--- src/rtl/ooo_pkg.sv ---
// Shared rename-stage constants and types used by free_list, map_table and the ROB.
package ooo_pkg;

    localparam int PR_W     = 6;
    localparam int PR_NUM   = 64;
    localparam int ARCH_NUM = 32;
    localparam int DEPTH    = PR_NUM - ARCH_NUM;
    localparam int PTR_W    = $clog2(DEPTH);

    typedef logic [PR_W-1:0]  pr_t;
    typedef logic [PTR_W-1:0] fl_ptr_t;
    typedef logic [PR_W-1:0]  fl_cnt_t;

endpackage

--- src/rtl/free_list.sv ---
// Physical-register free list: circular FIFO of free PR numbers with one pop
// (dispatch) and up to two pushes (retire, then recovery) per cycle.
module free_list
    import ooo_pkg::*;
(
    input  logic    clk,
    input  logic    rst,
    input  logic    hazard_stall,
    input  logic    isDispatch,
    input  logic    RegDest,
    output pr_t     p_rd_new,
    output logic    fl_empty,
    input  logic    retire,
    input  logic    RegDest_retire,
    input  pr_t     PR_old_retire,
    input  logic    recover,
    input  logic    RegDest_ROB,
    input  pr_t     p_rd_recover,
    output fl_cnt_t fl_count,
    output logic    fl_err
);

    pr_t     r_mem [DEPTH];
    fl_ptr_t r_head;
    fl_ptr_t r_tail;
    fl_cnt_t r_count;
    logic    r_err;

    logic            w_pop_req;
    logic            w_pop;
    logic            w_push_a;
    logic            w_push_b;
    logic            w_acc_a;
    logic            w_acc_b;
    logic [PR_W:0]   w_room;
    fl_ptr_t         w_tail_b;
    fl_cnt_t         w_count_next;
    logic            w_err_set;

    // Same qualifier map_table uses to allocate a new destination mapping.
    assign w_pop_req = isDispatch && RegDest && !hazard_stall && !recover;
    assign w_pop     = w_pop_req && (r_count != '0);
    assign w_push_a  = retire && RegDest_retire;
    assign w_push_b  = recover && RegDest_ROB;

    // Free slots this cycle, counting the one vacated by a concurrent pop.
    assign w_room  = (PR_W+1)'(DEPTH) - {1'b0, r_count} + {{PR_W{1'b0}}, w_pop};
    assign w_acc_a = w_push_a && (w_room != '0);
    assign w_acc_b = w_push_b && (w_room > {{PR_W{1'b0}}, w_acc_a});

    assign w_tail_b     = w_acc_a ? r_tail + fl_ptr_t'(1) : r_tail;
    assign w_count_next = r_count + fl_cnt_t'(w_acc_a) + fl_cnt_t'(w_acc_b) - fl_cnt_t'(w_pop);

    assign w_err_set = (w_pop_req && (r_count == '0))
                     || (w_push_a && !w_acc_a)
                     || (w_push_b && !w_acc_b);

    always_ff @(posedge clk or negedge rst) begin
        if (!rst) begin
            for (int i = 0; i < DEPTH; i++) begin
                r_mem[i] <= pr_t'(ARCH_NUM + i);
            end
            r_head  <= '0;
            r_tail  <= '0;
            r_count <= fl_cnt_t'(DEPTH);
            r_err   <= 1'b0;
        end else begin
            if (w_acc_a) begin
                r_mem[r_tail] <= PR_old_retire;
            end
            if (w_acc_b) begin
                r_mem[w_tail_b] <= p_rd_recover;
            end
            if (w_pop) begin
                r_head <= r_head + fl_ptr_t'(1);
            end
            r_tail  <= r_tail + fl_ptr_t'(w_acc_a) + fl_ptr_t'(w_acc_b);
            r_count <= w_count_next;
            if (w_err_set) begin
                r_err <= 1'b1;
            end
        end
    end

    assign p_rd_new = r_mem[r_head];
    assign fl_empty = (r_count == '0);
    assign fl_count = r_count;
    assign fl_err   = r_err;

endmodule

--- config.mk ---
export PLATFORM = sky130hd
export DESIGN_NAME = free_list
export DESIGN_NICKNAME = d
export VERILOG_FILES = /design/src/rtl/ooo_pkg.sv /design/src/rtl/free_list.sv
export SDC_FILE = /design/constraint.sdc
export NUM_CORES = 1
export LEC_CHECK = 0
export ABC_AREA = 1
export CELL_PAD_IN_SITES_DETAIL_PLACEMENT = 0
export CELL_PAD_IN_SITES_GLOBAL_PLACEMENT = 2
export CORE_ASPECT_RATIO = 1.2
export CORE_MARGIN = 4
export CORE_UTILIZATION = 32
export CTS_CLUSTER_DIAMETER = 120
export DETAILED_ROUTE_END_ITERATION = 8
export PLACE_DENSITY = 0.88
export SLEW_MARGIN = 20
export SYNTH_ARGS = -nofsm -noshare
export SYNTH_HDL_FRONTEND = slang
export SYNTH_SLANG_ARGS = --single-unit
--- constraint.sdc ---
create_clock -name clk -period 4.8 [get_ports clk]
set_input_delay 1.44 -clock clk [delete_from_list [all_inputs] [get_ports clk]]
set_output_delay 1.44 -clock clk [all_outputs]
set_load 0.005 [all_outputs]
Word-level counts from Yosys, hierarchy flattened:

Index checks and enable logic that the tools add are counted.

* $lt $le $gt $ge: 6
* $add $sub $neg: 9
* reduce and logical (&&, ||, !) cells: 22
* bitwise gates (word level): 3
* multiplexer cells: 12

Operators by type and width (number)
* bitwise mux 192 bit: 2
* two-way mux 192 bit: 2
* demux 6 bit (select 5 bit): 2
* binary-select mux 6 bit (select 5 bit): 1
* two-way mux 6 bit: 4
* greater-or-equal comparator 6 bit, second input constant: 3
* inverter 5 -> 6 bit: 3
* logical AND 1 bit: 13
* adder 6 x 1 -> 6 bit: 2
* less-than comparator 6 x 1 -> 1 bit, second input constant: 2
* adder 5 x 1 -> 5 bit: 2
* adder 5 x 1 -> 5 bit, second input constant: 2
* adder 7 x 1 -> 7 bit: 1
* > comparator 7 x 1 -> 1 bit: 1
* nonzero test 7 bit: 1
* subtractor 6 x 6 -> 7 bit, first input constant: 1
* zero test 6 bit: 1
* nonzero test 6 bit: 1
* subtractor 6 x 1 -> 6 bit: 1
* two-way mux 5 bit: 1
* zero test 1 bit: 4
* logical OR 1 bit: 2

* bits in registers: 209
* word-level logic and storage cells: 88

Depth between registers and ports, before layout:

* word-level depth: 15
* gate-level depth with buffers: 33
* mapped depth without buffers: 31

Worst setup path before layout:

Ideal clock, no wire load.

* path type: in2reg
* start: input recover
* end: register r_count[4], in the netlist fl_count[4]
* data arrival time: 5611 ps
* slack: -891 ps
* path buffers: 2
* stages: 30
* library setup time: 79 ps
* cells stage by stage: nor3_1 > inv_1 > nor2_1 > inv_1 > ha_1 > inv_2 > ha_1 > nand2_1 > nor2_1 > nor2_1 > nor2_2 > nand2_4 > nand2_4 > buf_4 > inv_2 > clkbuf_1 > ha_1 > o21ai_0 > nor2_1 > nand2_1 > nand2_1 > xnor2_1 > inv_1 > ha_1 > o21bai_1 > fa_1 > a21oi_1 > nor2_1 > nor2_1 > xor2_1

* longest elaborated chain between the ends: 10
* elaborated cells between the ends (all ways): 12
* classes of those cells: add/sub: 4; order compare: 1; reduce/logical: 7

RTL lines
* start: declaration: line free_list.sv:16 `input logic recover,`
* zero test 1 bit *: line free_list.sv:41 `assign w_pop_req = isDispatch && RegDest && !hazard_stall && !recover;`
* logical AND 1 bit *: line free_list.sv:41
* logical AND 1 bit *: line free_list.sv:42 `assign w_pop = w_pop_req && (r_count != '0);`
* net w_pop: line free_list.sv:30 `logic w_pop;`
* adder 7 x 1 -> 7 bit: line free_list.sv:47 `assign w_room = (PR_W+1)'(DEPTH) - {1'b0, r_count} + {{PR_W{1'b0}}, w_pop};`
* nonzero test 7 bit: line free_list.sv:48 `assign w_acc_a = w_push_a && (w_room != '0);`
* logical AND 1 bit: line free_list.sv:48
* > comparator 7 x 1 -> 1 bit: line free_list.sv:49 `assign w_acc_b = w_push_b && (w_room > {{PR_W{1'b0}}, w_acc_a});`
* logical AND 1 bit: line free_list.sv:49
* adder 6 x 1 -> 6 bit: line free_list.sv:52 `assign w_count_next = r_count + fl_cnt_t'(w_acc_a) + fl_cnt_t'(w_acc_b) - fl_cnt_t'(w_pop);`
* subtractor 6 x 1 -> 6 bit *: line free_list.sv:52
* net w_count_next[4]: line free_list.sv:37 `fl_cnt_t w_count_next;`
* end signal: assignment: line free_list.sv:65 `r_count <= fl_cnt_t'(DEPTH);`
* end signal: assignment: line free_list.sv:78 `r_count <= w_count_next;`
* end: declaration: line free_list.sv:26 `fl_cnt_t r_count;`

The timed path passes the listed nets; every way through them passes the cells marked *.
A chain may end at the register's enable or synchronous reset.

Worst setup path in the final report:

* start: register r_head[1]
* end: output p_rd_new[2]

* longest elaborated chain between the ends: 4

RTL lines
* start: declaration: line free_list.sv:24 `fl_ptr_t r_head;`
* start signal: assignment: line free_list.sv:75 `r_head <= r_head + fl_ptr_t'(1);`
* inverter 5 -> 6 bit (not written as such): line free_list.sv:85 `assign p_rd_new = r_mem[r_head];`
* binary-select mux 6 bit (select 5 bit): line free_list.sv:85
* two-way mux 6 bit (not written as such) (2 in series): line free_list.sv:85
* end: declaration: line free_list.sv:11 `output pr_t p_rd_new,`

Every way passes these cells. The select of a mux whose other input is x is not followed.

==> impl_results.md <==
* Status: complete, no violations
* Via count at 13,500
* Clock sink count at approximately 210
* Routing usage on met2 at 0.373
* Initial core utilization at 0.325
* Pin count of the biggest net entering global routing at 100
* Max-slew violations at 0
* Starting DRT DRC Count at 1,298
* Post-DP Area at 14,900 sq um
* Final Core Density at 0.386
* Internal at 5.88 mW
* Clock Skew at 20.7 ps
* Slowest-stage cell, CP: clkdlybuf4s50_1
* GP Congestion at 0.902
* Top-area cell type share of the netlist area at 0.224
* CTS Hold Bufs at 0
* Final Setup Violations at 0
* Global-route layer with the greatest usage: met2
* Register bit count reported by yosys at 209
* Die Area at 44,800 sq um
* DRT antenna net count at 0
* Worst R2R Setup Slack at 610 ps
* Post-synth top area cell: dfstp_2
* Comb pwr share at 0.500
* Crit path cell chain: buf_4 -> o21ai_0 -> o22ai_1 -> o211ai_1 -> nand4_1 -> o21ai_0 -> inv_1 -> clkdlybuf4s50_1
* Place WS at -607 ps
* Vias in the first global route at about 13,000
* Grt ovf at 0
* Flop pwr share at 0.316
* Max Cap Viol at 0
* N_diodes at 0
* Share of cells above drive strength 1 at 0.170
* Clk pwr share at 0.185
* Worst-Skew Late Latency at about 550 ps
* Fin crit period at about 4600 ps
* Critical path's most frequent cell: o21ai_0
* Kind of critical path: flip-flop to primary output
* Via density at 5.34
* Routed wire length at ~51 mm
* Leak pwr at 7.18 nW
* Max_slew headroom at 0.197
* Wirelength per Cell at 20.1 microns
* Synthesized cell area at ~13,000 sq um
* Most frequent cells in the layout: nand2_1, o21ai_0, nand3_1
* Peak VDD IR at approximately 0.37 mV
* Met3 GRT Util at 0.0286
* Final Power at 10.5 mW
* Synth area leaders: dfstp_2, nand2_1, dfrtp_1, o21ai_0, nand3_1
* Final period util at 0.965
* Sequential-to-total area share from yosys stat at 0.405
* CP Capture Type: primary output
* First-pass GRT wire length at 78.1 mm
* Design area at ~16,000 sq um
* Crit path DAT at 3190 ps
* Critical Path Fanout Max at 50
* Hold Fails Final Rpt at 0
* Syn_nets at around 2,000
* CTS tree: yes
* Met1 usage at 0.293
* P_sw at 4.65 mW
* Power Density at roughly 670 nW/um^2
* CP max stage delay at 500 ps
* IO Pins at 35
* Initial antenna violation count at 0
* Final #Nets at 2,014
* Clock Path Buffers at 3
* Syn_area_per_cell at 6.87 sq um
* First drt pass iteration count at 5
* Residual DRC at 0
* Overall routing resource usage at 0.219
* Startpoint types: flip-flop
* Worst min path class: flip-flop to flip-flop
* I/O Buffers at 34
* Switching share of power at 0.441
* Ys Warns at 0
* Die Height at ~230 microns
* Core ar. at 40,800 sq um
* CTS root buf: clkbuf_16
* Die width at 194 microns
* Unrepaired setup endpoints after global routing: false
* Slew of the pin with the lowest slew margin at 1210 ps
* Max Clk Rate at 0.216 GHz
* Clock transition at path regs at 60 ps
* HPWL Detailed at 31.6 mm
* Commonest non-fill, non-tap cell in the layout: nand2_1
* H-tree Lvls at 1
* Distinct cells, synth at 33
* PnR worst setup slack at between 150 and 200 ps
* Total CTS buffers at 25
* Row count at just over 80
* Worst EP required at 3360 ps
* Layout area overhead at 18.9%
* Mapped Cells at roughly 1,900
[logic make-up (layout without fill, tap and decap cells)]
family	after synthesis	in the layout	share of synthesized area
compound gates	410	410	0.165
xor+xnor	14	14	0.00924
fa+ha+maj	22	22	0.0213
buf+inv	208	267	0.0644
flops	209	209	0.405
simple gates	1068	1068	0.335
[flip-flops by register name, indices dropped and copies added, names as in the netlist]
register	count
r_mem	192
fl_count	6
r_head	5
r_tail	5
fl_err	1
[synth_stat cells]
cell type / n
nand2_1: 717
nor2_1: 124
o21ai_0: 317
xnor2_1: 3
nand4_1: 56
inv_4: 1
buf_1: 1
ha_1: 21
o21bai_1: 2
nand3_1: 140
nor3_1: 5
nand2_2: 3
clkinv_1: 1
a21oi_1: 3
inv_2: 6
o21ai_1: 32
inv_1: 48
xor2_1: 11
dfstp_2: 113
o22ai_1: 30
o221ai_1: 19
dfrtp_1: 96
nand3b_1: 1
nor2_2: 10
buf_4: 7
nor2_4: 3
nand2_4: 3
fa_1: 1
clkbuf_1: 108
o211ai_1: 6
buf_2: 36
nand3_2: 6
a211oi_1: 1
[worst max-delay path: cells and delay by family, from the launching register on]
family / cells / cell delay (ps)
AOI/OAI and AO/OA: 4 / 1010
DFF: 1 / 340
buffers and inverters: 3 / 1100
and+or+nand+nor: 1 / 170
[through the flow]
stage,cells,hold WS [ps],setup TNS (ps)
after global routing,2529,555,0
after global placement,2482,503,-64710
after detailed placement,2482,496,-70160
after CTS,2528,511,0
final,2529,501,0
after floorplan,1931,473,-499
[layer usage]
| layer | part of all wire | routed length (microns) | up-vias |
|---|---|---|---|
| met5 | 0 | 0 | - |
| met4 | 0.027 | 1370 | 0 |
| met3 | 0.058 | 2950 | 90 |
| met2 | 0.48 | 24600 | 441 |
| met1 | 0.43 | 21900 | 6474 |
| li1 | - | - | 6509 |
[cell type report]
| class | instances | area, sq um |
|---|---|---|
| clock buffers | 42 | 769 |
| clock inverters | 4 | 48.8 |
| fillers | 4318 | 25100 |
| inverters | 56 | 218 |
| multi-input cells | 1514 | 7170 |
| flip-flops and latches | 209 | 5370 |
| well taps | 539 | 674 |
| repair buffers | 165 | 1520 |
[repair_timing]
| item | CTS | global route |
|---|---|---|
| setup buffers | 0 | 0 |
| cloned | 0 | 0 |
| pin swaps | 0 | 2 |
| resized for setup | 2 | 7 |
| setup endpoints to repair | 1 | 7 |
[final timing paths]
check	cells after the start	startpoint	to
max	8	r_head[1]	p_rd_new[2]
min	2	fl_err	fl_err
max reg2reg	32	fl_count[3]	fl_count[4]
min reg2reg	2	fl_err	fl_err
max in group asynchronous	2	rst	r_mem[175]
min in group asynchronous	1	rst	r_mem[93]
[power groups by stage]
| stage | clock (mW) | combinational [mW] | sequential [mW] |
|---|---|---|---|
| detailed placement | 0 | 5.19 | 3.33 |
| global route | 2.05 | 5.84 | 3.41 |
| global placement | 0 | 5.13 | 3.31 |
| finish | 1.94 | 5.26 | 3.32 |
| floorplan | 0 | 3.31 | 3.13 |
| CTS | 1.98 | 5.21 | 3.31 |
No activity file was read; power rests on OpenSTA's default activity.
